[src/rtl/wb_decoder_watchdog.sv]
// -----------------------------------------------------------------------------
// wb_decoder_watchdog
//
// Purpose:
//   Wishbone address decoder and bus watchdog placed directly after the single
//   core/debug Wishbone master. Each request is routed combinationally to one of
//   NUM_SLAVES peripherals. The selected slave's dat/ack/err is returned to the
//   master. The block answers with a one-cycle err in two cases:
//     - the address hits no slave region (decode error);
//     - a forwarded request gets no ack/err within TIMEOUT_CYCLES (timeout).
//   This guarantees the master never waits forever.
//
// Optional feature (macro WB_ERR_LOG_EN):
//   When defined, the first error seen on m_err_o is captured in a sticky log
//   (address + cause). The log keeps that entry until err_log_clr_i is asserted.
//   When the macro is undefined, the err_log_* outputs are tied to zero and
//   err_log_clr_i is ignored.
//
// Ports:
//   clk, reset_n            clock, asynchronous active-low reset
//   m_adr_i/m_dat_i/m_sel_i/m_we_i/m_cyc_i/m_stb_i
//                           master request
//   m_dat_o/m_ack_o/m_err_o response to master
//   s_adr_o/s_dat_o/s_sel_o/s_we_o
//                           shared slave request fields (direct copies)
//   s_cyc_o/s_stb_o         per-slave cycle/strobe (one-hot or zero)
//   s_dat_i/s_ack_i/s_err_i per-slave response, slave i at [32*i +: 32] / [i]
//   err_log_clr_i           clears the error log
//   err_log_valid_o/err_log_addr_o/err_log_cause_o
//                           first logged error. Cause codes:
//                           01 decode, 10 timeout, 11 slave err
// -----------------------------------------------------------------------------
module wb_decoder_watchdog #(
    parameter int                      NUM_SLAVES     = 4,
    parameter logic [8*NUM_SLAVES-1:0] SLAVE_REGIONS  = 32'h40_30_20_00,
    parameter int                      TIMEOUT_CYCLES = 255
) (
    input  logic                       clk,
    input  logic                       reset_n,
    input  logic [31:0]                m_adr_i,
    input  logic [31:0]                m_dat_i,
    input  logic [3:0]                 m_sel_i,
    input  logic                       m_we_i,
    input  logic                       m_cyc_i,
    input  logic                       m_stb_i,
    output logic [31:0]                m_dat_o,
    output logic                       m_ack_o,
    output logic                       m_err_o,
    output logic [31:0]                s_adr_o,
    output logic [31:0]                s_dat_o,
    output logic [3:0]                 s_sel_o,
    output logic                       s_we_o,
    output logic [NUM_SLAVES-1:0]      s_cyc_o,
    output logic [NUM_SLAVES-1:0]      s_stb_o,
    input  logic [32*NUM_SLAVES-1:0]   s_dat_i,
    input  logic [NUM_SLAVES-1:0]      s_ack_i,
    input  logic [NUM_SLAVES-1:0]      s_err_i,
    input  logic                       err_log_clr_i,
    output logic                       err_log_valid_o,
    output logic [31:0]                err_log_addr_o,
    output logic [1:0]                 err_log_cause_o
);

    // A 1-bit counter is kept when the watchdog is disabled so that no
    // zero-width vector is ever declared.
    localparam int              CNT_W   = (TIMEOUT_CYCLES > 0) ? $clog2(TIMEOUT_CYCLES + 1) : 1;
    localparam logic [CNT_W-1:0] CNT_MAX = {CNT_W{1'b1}};
    localparam logic [CNT_W-1:0] CNT_TO  = CNT_W'(TIMEOUT_CYCLES);

    localparam logic [1:0] CAUSE_DECODE  = 2'b01;
    localparam logic [1:0] CAUSE_TIMEOUT = 2'b10;
    localparam logic [1:0] CAUSE_SLAVE   = 2'b11;

    typedef enum logic [1:0] {
        ST_IDLE    = 2'b00,
        ST_ACTIVE  = 2'b01,
        ST_ERR_RSP = 2'b10
    } state_t;

    state_t              r_state;
    logic [CNT_W-1:0]    r_cnt;
    logic [1:0]          r_err_cause;

    logic                w_req;
    logic                w_hit;
    logic                w_live;
    logic                w_fwd;
    logic                w_err_rsp;
    logic                w_sel_ack;
    logic                w_sel_err;
    logic [NUM_SLAVES-1:0] w_match;
    logic [NUM_SLAVES-1:0] w_sel_oh;
    logic [31:0]         w_sel_dat;

    assign w_req = m_cyc_i & m_stb_i;

    // Region comparison for every slave port.
    always_comb begin
        w_match = '0;
        for (int i = 0; i < NUM_SLAVES; i++) begin
            w_match[i] = (m_adr_i[31:24] == SLAVE_REGIONS[8*i +: 8]);
        end
    end

    // Isolating the lowest set bit gives the lowest-index-wins priority
    // without a priority-if chain.
    assign w_hit    = |w_match;
    assign w_sel_oh = w_match & (~w_match + NUM_SLAVES'(1));

    // AND-OR mux of the selected slave's read data (w_sel_oh is one-hot or zero).
    always_comb begin
        w_sel_dat = 32'h0000_0000;
        for (int i = 0; i < NUM_SLAVES; i++) begin
            w_sel_dat = w_sel_dat | (s_dat_i[32*i +: 32] & {32{w_sel_oh[i]}});
        end
    end

    assign w_sel_ack = |(s_ack_i & w_sel_oh);
    assign w_sel_err = |(s_err_i & w_sel_oh);

    // reset_n gates the datapath so that asserting reset drops strobes and
    // responses at once, without waiting for a clock edge.
    assign w_err_rsp = reset_n & (r_state == ST_ERR_RSP);
    assign w_live    = reset_n & (r_state != ST_ERR_RSP);
    assign w_fwd     = w_req & w_hit & w_live;

    assign s_adr_o = m_adr_i;
    assign s_dat_o = m_dat_i;
    assign s_sel_o = m_sel_i;
    assign s_we_o  = m_we_i;
    assign s_cyc_o = w_sel_oh & {NUM_SLAVES{w_fwd}};
    assign s_stb_o = w_sel_oh & {NUM_SLAVES{w_fwd}};

    // A slave raising ack and err together is reported as err only.
    assign m_ack_o = w_fwd & w_sel_ack & ~w_sel_err;
    assign m_err_o = (w_fwd & w_sel_err) | (w_err_rsp & m_cyc_i);
    assign m_dat_o = w_fwd ? w_sel_dat : 32'h0000_0000;

    // Request tracking FSM: decode errors, watchdog counting, one-cycle err response.
    always_ff @(posedge clk or negedge reset_n) begin
        if (!reset_n) begin
            r_state     <= ST_IDLE;
            r_cnt       <= '0;
            r_err_cause <= 2'b00;
        end else begin
            case (r_state)
                ST_IDLE: begin
                    if (w_req && !w_hit) begin
                        r_state     <= ST_ERR_RSP;
                        r_cnt       <= '0;
                        r_err_cause <= CAUSE_DECODE;
                    end else if (w_fwd && !(w_sel_ack || w_sel_err)) begin
                        r_state <= ST_ACTIVE;
                        r_cnt   <= CNT_W'(1);
                    end else begin
                        r_state <= ST_IDLE;
                        r_cnt   <= '0;
                    end
                end
                ST_ACTIVE: begin
                    if (!w_fwd) begin
                        // Master abandoned the request: no error is reported.
                        r_state <= ST_IDLE;
                        r_cnt   <= '0;
                    end else if (w_sel_ack || w_sel_err) begin
                        // A response in the last counted cycle beats the watchdog.
                        r_state <= ST_IDLE;
                        r_cnt   <= '0;
                    end else if ((TIMEOUT_CYCLES != 0) && (r_cnt == CNT_TO)) begin
                        r_state     <= ST_ERR_RSP;
                        r_cnt       <= '0;
                        r_err_cause <= CAUSE_TIMEOUT;
                    end else begin
                        r_state <= ST_ACTIVE;
                        r_cnt   <= (r_cnt == CNT_MAX) ? r_cnt : r_cnt + CNT_W'(1);
                    end
                end
                ST_ERR_RSP: begin
                    r_state <= ST_IDLE;
                    r_cnt   <= '0;
                end
                default: begin
                    r_state <= ST_IDLE;
                    r_cnt   <= '0;
                end
            endcase
        end
    end

`ifdef WB_ERR_LOG_EN
    logic        r_log_valid;
    logic [31:0] r_log_addr;
    logic [1:0]  r_log_cause;
    logic [1:0]  w_log_cause;

    // Outside ERR_RSP the only possible m_err_o source is the slave itself.
    assign w_log_cause = w_err_rsp ? r_err_cause : CAUSE_SLAVE;

    // Sticky first-error capture. A new error wins over a clear in the same cycle.
    always_ff @(posedge clk or negedge reset_n) begin
        if (!reset_n) begin
            r_log_valid <= 1'b0;
            r_log_addr  <= 32'h0000_0000;
            r_log_cause <= 2'b00;
        end else if (m_err_o && (!r_log_valid || err_log_clr_i)) begin
            r_log_valid <= 1'b1;
            r_log_addr  <= m_adr_i;
            r_log_cause <= w_log_cause;
        end else if (err_log_clr_i) begin
            r_log_valid <= 1'b0;
            r_log_addr  <= 32'h0000_0000;
            r_log_cause <= 2'b00;
        end else begin
            r_log_valid <= r_log_valid;
            r_log_addr  <= r_log_addr;
            r_log_cause <= r_log_cause;
        end
    end

    assign err_log_valid_o = r_log_valid;
    assign err_log_addr_o  = r_log_addr;
    assign err_log_cause_o = r_log_cause;
`else
    logic [2:0] w_unused_log;

    assign w_unused_log    = {err_log_clr_i, r_err_cause};
    assign err_log_valid_o = 1'b0;
    assign err_log_addr_o  = 32'h0000_0000;
    assign err_log_cause_o = 2'b00;
`endif

endmodule
[config.mk]
export PLATFORM = sky130hd
export DESIGN_NAME = wb_decoder_watchdog
export DESIGN_NICKNAME = d
export VERILOG_FILES = /design/src/rtl/wb_decoder_watchdog.sv
export SDC_FILE = /design/constraint.sdc
export NUM_CORES = 1
export LEC_CHECK = 0
export CAP_MARGIN = 20
export CORE_AREA = 2 2 137 139
export CTS_CLUSTER_SIZE = 8
export DETAILED_ROUTE_END_ITERATION = 10
export DIE_AREA = 0 0 139 141
export GPL_ROUTABILITY_DRIVEN = 1
export SLEW_MARGIN = 15
export SYNTH_ARGS = -nofsm -noshare
export SYNTH_HDL_FRONTEND = slang
export SYNTH_SLANG_ARGS = --single-unit
[constraint.sdc]
create_clock -name clk -period 2 [get_ports clk]
set_input_delay 0.3 -clock clk [delete_from_list [all_inputs] [get_ports clk]]
set_output_delay 0.3 -clock clk [all_outputs]
set_load 0.01 [all_outputs]
==> impl_metrics.env <==
export IMPL_status="finished with violations"
export IMPL_violations="negative setup slack"
export IMPL_cts_sinks=10
export IMPL_finalSetupTns_ns=-11.05
export IMPL_place_gp_congestion=0.7517
export IMPL_grt_use_total=0.1256
export IMPL_place_area_mm2=0.004533
export IMPL_fillerInstances=1928
export IMPL_vias=3088
export IMPL_synth_edf_count=0
export IMPL_first_global_vias=3091
export IMPL_vias_per_cell=4.106
export IMPL_cts_path_max_buffers=2
export IMPL_whs_ns=0.3968
export IMPL_timing_final_crit_share=1.171
export IMPL_postSynthAreaPerCell_um2=7.306
export IMPL_synth_flop_cell="dfrtp_1"
export IMPL_mappedNetlistArea_mm2=0.002455
export IMPL_grt_start_max_net_pins=24
export IMPL_synth_warnings=0
export IMPL_die_width_um=139
export IMPL_drtAntennaViolNets=0
export IMPL_routed_wl_mm=13.63
export IMPL_skew_ns=0.0006780
export IMPL_startpoint_type="input port"
export IMPL_register_area_um2=250.2
export IMPL_max_cap_viol_count=0
export IMPL_place_ws_ns=-1.040
export IMPL_final_hold_violation_count=0
export IMPL_p_leak_nw=2.025
export IMPL_hpwlAfterDp_mm=9.219
export IMPL_total_power_mw=1.176
export IMPL_path_max_fanout=8
export IMPL_max_freq_mhz=427.0
export IMPL_layout_setup_ws_ns=-0.3418
export IMPL_grt_first_pass_wirelength_mm=19.02
export IMPL_rsz0062_at_grt="true"
export IMPL_wl_per_cell_um=18.12
export IMPL_yosysSeqAreaShare=0.1019
export IMPL_worstSetupEndpointType="output port"
export IMPL_cp_required_ns=1.70
export IMPL_synth_cell_types=40
export IMPL_critical_path_arrival_ns=2.04
export IMPL_maxSlewViolCount=0
export IMPL_drt_iter0_drc=64
export IMPL_fin_util=0.2996
export IMPL_async_flop_share=1.000
export IMPL_cts_hold_buf=0
export IMPL_layout_drive_gt1_share=0.4614
export IMPL_clock_latency_ns=0.24
export IMPL_path_clk_slew_ns=0.04
export IMPL_finalInstanceArea_mm2=0.005473
export IMPL_antenna_found_initial=0
export IMPL_finalSetupViolations=42
export IMPL_place_inst=706
export IMPL_multi_input_area_mm2=0.001977
export IMPL_finalNonFillerCells=752
export IMPL_core_area_mm2=0.01827
export IMPL_numCtsBuffers=3
export IMPL_syn2layout_area_growth_pct=122.9
export IMPL_drt_pre_antenna_iters=4
export IMPL_start_util=0.1344
export IMPL_ys_ff_latch=10
export IMPL_worstSetupPathType="in -> out"
export IMPL_synth_cells=336
export IMPL_nNetsFinal=730
export IMPL_drc=0
export IMPL_fin_crit_ns=2.342
export IMPL_cts_root_buf="clkbuf_16"
export IMPL_grt_ovfl_total=0
export IMPL_min_path_type="in -> async"
export IMPL_fp_dieArea_mm2=0.01960
export IMPL_io_pins=356
export IMPL_vdd_drop_max_mv=0.4980
export IMPL_die_y_um=141
export IMPL_io_buffers=197
export IMPL_cts_tree="done"
export IMPL_rows=50
export IMPL_power_density_mw_per_mm2=214.8
export IMPL_antenna_cells=0
export IMPL_htreeDepth=1
## final timing paths
kind	startpoint	slack, ns	depth (start not counted)	endpoint
max in group asynchronous	reset_n	1.46	2	r_cnt[1]
hold reg to reg	r_state[1]	0.55	2	r_state[0]
setup / recovery	m_adr_i[27]	-0.34	10	m_dat_o[9]
min in group clk	r_state[1]	0.55	2	r_state[0]
setup reg to reg	r_state[1]	0.36	6	r_state[1]
hold / removal	reset_n	0.40	2	r_state[0]
## routing by layer
layer	vias to the layer above	global-route usage	wire length, um
met5	-	0	0
met4	0	0.01967	190
met3	20	0.03770	1219
met2	200	0.2217	6805
met1	1428	0.1540	5410
li1	1440	-	-
## critical path: stages
cell	delay [ns]
buf_6	0.09
or4_4	0.57
buf_6	0.15
nor3b_4	0.19
buf_6	0.17
buf_12	0.17
buf_6	0.11
nand2_2	0.04
a21oi_2	0.11
buf_2	0.14
## cells by family after synthesis
family,after synthesis,share of synthesized area
xor gates and xnor gates,5,0.01784
AOI/OAI and AO/OA,108,0.3191
DFF,10,0.1019
muxes,4,0.01835
other,1,0.001528
buffers and inverters,133,0.3746
and+or+nand+nor,74,0.1616
adders and majority gates,1,0.005096
## registers in the layout, summed over array words and instances, names as in the netlist
name,cells
r_cnt,8
r_state,2
## power breakdown
part	switching, mW	internal (mW)	total (mW)
Sequential	0.000476	0.204	0.205
Combinational	0.202	0.377	0.578
Clock	0.0920	0.300	0.392
Total	0.294	0.882	1.18
## cell type report
| class | instances | area share |
|---|---|---|
| flip-flops and latches | 10 | 0.04572 |
| repair buffers | 273 | 0.5206 |
| multi-input cells | 227 | 0.3612 |
| inverters | 4 | 0.002743 |
| well taps | 234 | 0.05350 |
| clock buffers | 4 | 0.01623 |
## cells in the mapped netlist (4+ instances only)
| cell | n | area, um2 |
|---|---|---|
| a22oi_1 | 33 | 247.7 |
| a21oi_1 | 33 | 165.2 |
| nand2_1 | 36 | 135.1 |
| nor2_1 | 6 | 22.52 |
| nor3_1 | 6 | 30.03 |
| dfrtp_1 | 10 | 250.2 |
| clkbuf_1 | 18 | 67.56 |
| mux2_2 | 4 | 45.04 |
| a22o_1 | 32 | 280.3 |
| buf_4 | 108 | 810.8 |
| xor2_1 | 4 | 35.03 |
| inv_1 | 4 | 15.01 |
## timing repair
item                                    in CTS  in global routing
resized for setup                          291                 39
buffers inserted                            28                 10
pin swaps                                   57                 26
endpoints found under the setup margin      52                 51
hold endpoints to repair                     0                  0
cloned                                       8                  4
## layout by cell type, fill, tap and decap left out, drive strengths merged, types with 3 or more instances in the layout
cell type      count
a22o              32
mux2               4
xor2               4
a22oi             33
conb              35
nor2b              3
clkdlybuf4s50    147
nor3               7
clkbuf             9
dfrtp             10
a21oi             33
buf              119
nand3              3
nand2             36
nor4               4
inv                4
nor2               6
Power figures use the tool's default switching activity.
